[src/rtl/prach_pack.sv]
// prach_pack: transmit-side PRACH packer.
//
// This block collects time-interleaved per-antenna I/Q samples (8 antennas,
// NUM_STREAM carrier streams). For each completed 8-antenna group it emits
// one 256-bit Avalon-ST word per stream. The channel field of each word
// carries the stream index.
//
// Ports
//   clk_dsp, rst_dsp_n     : clock, synchronous active-low reset
//   din_dr/din_di[s]       : 16-bit real/imag sample of stream s
//   din_dv                 : sample valid
//   din_chn                : antenna index (bits [2:0] used)
//   sync_in                : frame sync, qualified on antenna 0
//   avst_source_*          : Avalon-ST source (data/valid/channel/sop/ready)
//   stat_overflow          : sticky, a completed group was dropped
//   stat_misalign          : sticky, the antenna sequence broke
module prach_pack #(
    parameter int unsigned NUM_STREAM = 3
) (
    input  logic         clk_dsp,
    input  logic         rst_dsp_n,
    input  logic [15:0]  din_dr [NUM_STREAM],
    input  logic [15:0]  din_di [NUM_STREAM],
    input  logic         din_dv,
    input  logic [7:0]   din_chn,
    input  logic         sync_in,
    output logic [255:0] avst_source_data,
    output logic         avst_source_valid,
    output logic [7:0]   avst_source_channel,
    output logic         avst_source_sop,
    input  logic         avst_source_ready,
    output logic         stat_overflow,
    output logic         stat_misalign
);

    localparam logic [2:0] LAST_CH = 3'(NUM_STREAM - 1);

    typedef enum logic {HUNT, FILL} fill_t;
    typedef enum logic {IDLE, SEND} out_t;

    fill_t       fill, fill_n;
    out_t        ostate, ostate_n;

    logic [255:0] acc  [NUM_STREAM];
    logic [255:0] bank [NUM_STREAM];
    logic         bank_sop;
    logic [2:0]   exp, exp_n;
    logic         sync_seen, sync_n;
    logic [2:0]   ch, ch_n;

    logic         wr_en;
    logic [2:0]   wr_slot;
    logic         group_done;
    logic         misalign_set;
    logic         last_leave;
    logic         load;

    logic [2:0]   chn;
    logic         is_ant0;
    logic         chn_unused;

    assign chn        = din_chn[2:0];
    assign chn_unused = ^din_chn[7:3];
    assign is_ant0    = (chn == 3'd0);

    // ------------------------------------------------------------------
    // Accumulator FSM: state register
    // ------------------------------------------------------------------
    always_ff @(posedge clk_dsp) begin
        if (!rst_dsp_n) begin
            fill      <= HUNT;
            exp       <= '0;
            sync_seen <= 1'b0;
        end else begin
            fill      <= fill_n;
            exp       <= exp_n;
            sync_seen <= sync_n;
        end
    end

    // Accumulator FSM: next state and slot-write decode
    always_comb begin
        fill_n       = fill;
        exp_n        = exp;
        sync_n       = sync_seen;
        wr_en        = 1'b0;
        wr_slot      = '0;
        group_done   = 1'b0;
        misalign_set = 1'b0;
        case (fill)
            HUNT: begin
                if (din_dv && is_ant0) begin
                    wr_en   = 1'b1;
                    exp_n   = 3'd1;
                    sync_n  = sync_in;
                    fill_n  = FILL;
                end
            end
            FILL: begin
                if (din_dv) begin
                    if (chn == exp) begin
                        wr_en   = 1'b1;
                        wr_slot = exp;
                        exp_n   = exp + 3'd1;
                        if (exp == 3'd7) begin
                            group_done = 1'b1;
                            fill_n     = HUNT;
                        end
                    end else begin
                        misalign_set = 1'b1;
                        if (is_ant0) begin
                            // Restart on this antenna 0 instead of losing it.
                            wr_en  = 1'b1;
                            exp_n  = 3'd1;
                            sync_n = sync_in;
                        end else begin
                            fill_n = HUNT;
                        end
                    end
                end
            end
            default: fill_n = HUNT;
        endcase
    end

    // Accumulator slot storage
    always_ff @(posedge clk_dsp) begin
        if (!rst_dsp_n) begin
            for (int unsigned s = 0; s < NUM_STREAM; s++)
                acc[s] <= '0;
        end else if (wr_en) begin
            for (int unsigned s = 0; s < NUM_STREAM; s++)
                for (int unsigned k = 0; k < 8; k++)
                    if (wr_slot == 3'(k))
                        acc[s][255-32*k -: 32] <= {din_di[s], din_dr[s]};
        end
    end

    // ------------------------------------------------------------------
    // Hold bank: a bank that is still draining is never overwritten. The
    // completed group takes slots 0..6 from acc and slot 7 from the inputs.
    // ------------------------------------------------------------------
    assign last_leave = (ostate == SEND) && avst_source_ready && (ch == LAST_CH);
    assign load       = group_done && ((ostate == IDLE) || last_leave);

    always_ff @(posedge clk_dsp) begin
        if (!rst_dsp_n) begin
            for (int unsigned s = 0; s < NUM_STREAM; s++)
                bank[s] <= '0;
            bank_sop      <= 1'b0;
            stat_overflow <= 1'b0;
            stat_misalign <= 1'b0;
        end else begin
            if (load) begin
                for (int unsigned s = 0; s < NUM_STREAM; s++)
                    bank[s] <= {acc[s][255:32], din_di[s], din_dr[s]};
                bank_sop <= sync_seen;
            end
            if (group_done && !load)
                stat_overflow <= 1'b1;
            if (misalign_set)
                stat_misalign <= 1'b1;
        end
    end

    // ------------------------------------------------------------------
    // Output FSM: state register
    // ------------------------------------------------------------------
    always_ff @(posedge clk_dsp) begin
        if (!rst_dsp_n) begin
            ostate <= IDLE;
            ch     <= '0;
        end else begin
            ostate <= ostate_n;
            ch     <= ch_n;
        end
    end

    // Output FSM: next state
    always_comb begin
        ostate_n = ostate;
        ch_n     = ch;
        case (ostate)
            IDLE: begin
                if (load) begin
                    ostate_n = SEND;
                    ch_n     = '0;
                end
            end
            SEND: begin
                if (avst_source_ready) begin
                    if (ch == LAST_CH) begin
                        ch_n     = '0;
                        ostate_n = load ? SEND : IDLE;
                    end else begin
                        ch_n = ch + 3'd1;
                    end
                end
            end
            default: begin
                ostate_n = IDLE;
                ch_n     = '0;
            end
        endcase
    end

    // Output FSM: outputs
    always_comb begin
        avst_source_valid   = 1'b0;
        avst_source_channel = '0;
        avst_source_sop     = 1'b0;
        avst_source_data    = '0;
        if (ostate == SEND) begin
            avst_source_valid   = 1'b1;
            avst_source_channel = {5'b0, ch};
            avst_source_sop     = bank_sop && (ch == 3'd0);
            for (int unsigned s = 0; s < NUM_STREAM; s++)
                if (ch == 3'(s))
                    avst_source_data = bank[s];
        end
    end

endmodule
[config.mk]
export PLATFORM = sky130hd
export DESIGN_NAME = prach_pack
export DESIGN_NICKNAME = d
export VERILOG_FILES = /design/src/rtl/prach_pack.sv
export SDC_FILE = /design/constraint.sdc
export NUM_CORES = 2
export LEC_CHECK = 0
export BUFFER_PORTS_ARGS = -buffer_cell sky130_fd_sc_hd__buf_2
export CAP_MARGIN = 20
export CORE_MARGIN = 5
export CORE_UTILIZATION = 54
export CTS_CLUSTER_SIZE = 30
export DETAILED_ROUTE_END_ITERATION = 10
export PLACE_DENSITY_LB_ADDON = 0.2
export SETUP_SLACK_MARGIN = 0.05
export SYNTH_ARGS = -nofsm -noshare
export SYNTH_HDL_FRONTEND = slang
export SYNTH_SLANG_ARGS = --single-unit
[constraint.sdc]
create_clock -name clk_dsp -period 25 [get_ports clk_dsp]
set_input_delay 5 -clock clk_dsp [delete_from_list [all_inputs] [get_ports clk_dsp]]
set_output_delay 5 -clock clk_dsp [all_outputs]
set_load 0.01 [all_outputs]
==> metrics.cfg <==
[finish]
fill_cells = 7973
drive_above_1_share = 0.1426
nets = 4439
syn_to_final_growth_pct = 12.98
stdcell_count = 5828
fin_area_sq_um = 64490

[clock_tree]
clock-root-buffer = clkbuf_16
h-tree-depth = 4
cts_buffer_depth = 3
post_cts_resized = 0
clock_sinks = 1452
hold_buffers = 0
cts-buffers-inserted = 145
clk_latency_ns = 0.75
cts_tree = built
postCtsSetupRepairBufs = 0
clk_pin_slew_ns = 0.06

[yosys]
synth-seq-cells = 1452
synth_flop_cell = edfxtp_1
synth_edf_count = 1440
synth_common_cells = edfxtp_1, and2_1, nor2_1
ys_seq_area_frac = 0.7618
syn_area_sq_um = 57080
yosysTopAreaCell = edfxtp_1
synthMostInstantiatedCell = edfxtp_1
synth_area_per_cell_sq_um = 14.11
synth_top_area_frac = 0.7576
synthArstFlopShare = 0
synth_cells = 4046
synth-warning-count = 0
synth_cell_types = 43
synthTopCellsByArea = edfxtp_1, and2_1, nor2_1, o221ai_1, o21ai_0

[sta]
post-route-period-util = 0.4061
skew_ns = 0.02206
tightest_slew_ns = 1.253
holdWs_ns = 0.4689
slew_headroom = 0.1648
setup_violations = 0
fin_crit_ns = 10.15
clock.fmax_mhz = 98.49
hold_viol = 0
rsz0062_at_grt = false
maxSlewViolCount = 0
tns_ns = 0

[worst_setup_path]
critPathBufInv = 3
crit_family = buffers and inverters
crit_fanout = 160
cpMaxStageDelayCell = buf_4
endpoint_kind = output port
cp-start-kind = flop
worstSetupPathType = flop to output port
cp_data_required_time_ns = 20.00
crit_path_max_incr_delay_ns = 0.91
worstPathCellList = buf_4 -> or2_4 -> buf_12 -> o221ai_1 -> nor2_1 -> buf_2
arrival_ns = 5.15

[global_routing]
antenna_found_initial = 10
grt_max_degree = 320
track_usage = 0.2595
grt_pass1_wl_um = 214500
grt_overflow = 0
grt_pass1_vias = 32467

[route]
drc = 0
routed_via_density = 5.716
wl_um = 146800
first_pass_iters = 6
antenna_left = 0
num_vias = 33311
avgRoutedWirePerCell_um = 25.20
drt_iter0_drc = 3752

[place]
dp.cells = 5568
io_buffers = 366
gp_congestion = 0.7810
dpl.hpwl_um = 81470
post_dp_cell_area_sq_um = 60100

[floorplanning]
num_rows = 119
dieWidth_um = 335.1
ios = 377
core_sq_um = 105100
dieArea_sq_um = 112300
start_util = 0.5430
die_h_um = 335.1

[status]
status = completed

[job]
cap_viol_max_count = 0

[power_and_ir_drop]
p_leak_nw = 23.72
ir_drop_mv = 0.06005
p_per_area_nw_per_um2 = 75.96
power_mw = 4.898

[min_path]
timing.hold.worst.class = flop to flop

## metrics by stage
step	setup WS, ns	utilization
global route	14.72	0.6134
floorplan	1.157	-
global placement	14.88	0.5716
finish	14.85	0.6135
CTS	14.86	0.6123
detailed placement	14.82	0.5717
## power breakdown
part,internal [mW],switching (mW),leakage [nW]
sequential,2.76,0.0201,14.9
combinational,0.0259,0.0999,6.76
clock,1.11,0.883,2.08
total,3.90,1.00,23.7
## sequential cells by signal (all words and copies together), names as in the netlist, 3 cells and up
register / flops
bank: 768
acc: 672
ch: 3
exp: 3
## cell families after synthesis
group,share of synthesized area
XOR/XNOR,0.001447
AO/OA/AOI/OAI,0.06423
adder cells (fa/ha/maj),0.0004383
multiplexers,0.0003507
buffers and inverters,0.03869
AND/OR/NAND/NOR,0.1330
other,0.00006570
flip-flops,0.7618
## worst paths after layout
path | start | end | slack (ns) | cells past startpoint
worst min register to register | bank_sop$_SDFFE_PN0P_ | bank_sop$_SDFFE_PN0P_ | 0.47 | 2
worst max register to register | ch[1]$_SDFFE_PN0P_ | bank[0][212]$_SDFFCE_PN0P_ | 19.09 | 7
worst min-delay path | bank_sop$_SDFFE_PN0P_ | bank_sop$_SDFFE_PN0P_ | 0.47 | 2
worst max-delay path | ch[0]$_SDFFE_PN0P_ | avst_source_data[255] | 14.85 | 6
## cells in the final DEF, fill, tap and decap left out, types with 4 or more instances in the layout
| cell | instances |
|---|---|
| nand2_4 | 4 |
| inv_6 | 9 |
| buf_4 | 42 |
| a21oi_1 | 5 |
| clkinv_8 | 4 |
| clkinv_2 | 16 |
| clkbuf_16 | 147 |
| edfxtp_1 | 1440 |
| buf_16 | 4 |
| nor2_1 | 618 |
| and2_1 | 707 |
| o31ai_4 | 6 |
| buf_12 | 7 |
| nand2b_4 | 4 |
| inv_1 | 258 |
| o221ai_1 | 256 |
| nand2_1 | 107 |
| nand3_1 | 39 |
| diode_2 | 4 |
| o21ai_0 | 257 |
| clkbuf_1 | 40 |
| conb_1 | 5 |
| clkinv_1 | 34 |
| buf_2 | 365 |
| dfxtp_1 | 10 |
## cell type report
cell class | count | area, sq um | share of cell area
sequential | 1452 | 43490 | 0.6744
inverter | 259 | 972.2 | 0.01508
multi-input combinational | 2050 | 11590 | 0.1797
clock inverter | 65 | 437.9 | 0.006791
timing repair buffer | 420 | 2419 | 0.03750
antenna | 4 | 10.01 | 0.0001552
tap | 1391 | 1740 | 0.02699
clock buffer | 187 | 3829 | 0.05937
## worst register-to-register path: stages, from the launching register on
cell,delay (ns)
dfxtp_4,0.79
buf_12,0.79
a31oi_1,0.42
nand2b_4,0.52
nand2_4,0.32
buf_12,0.55
buf_12,1.10
buf_4,0.95
## routing by layer
metal  part of all wire  track usage  vias to the layer above
li1                   -            -                    14935
met1               0.40       0.3656                    16696
met2               0.48       0.4210                     1444
met3              0.084      0.04634                      228
met4              0.029      0.07813                        8
met5            0.00037            0                        -
Power figures use the tool's default switching activity.
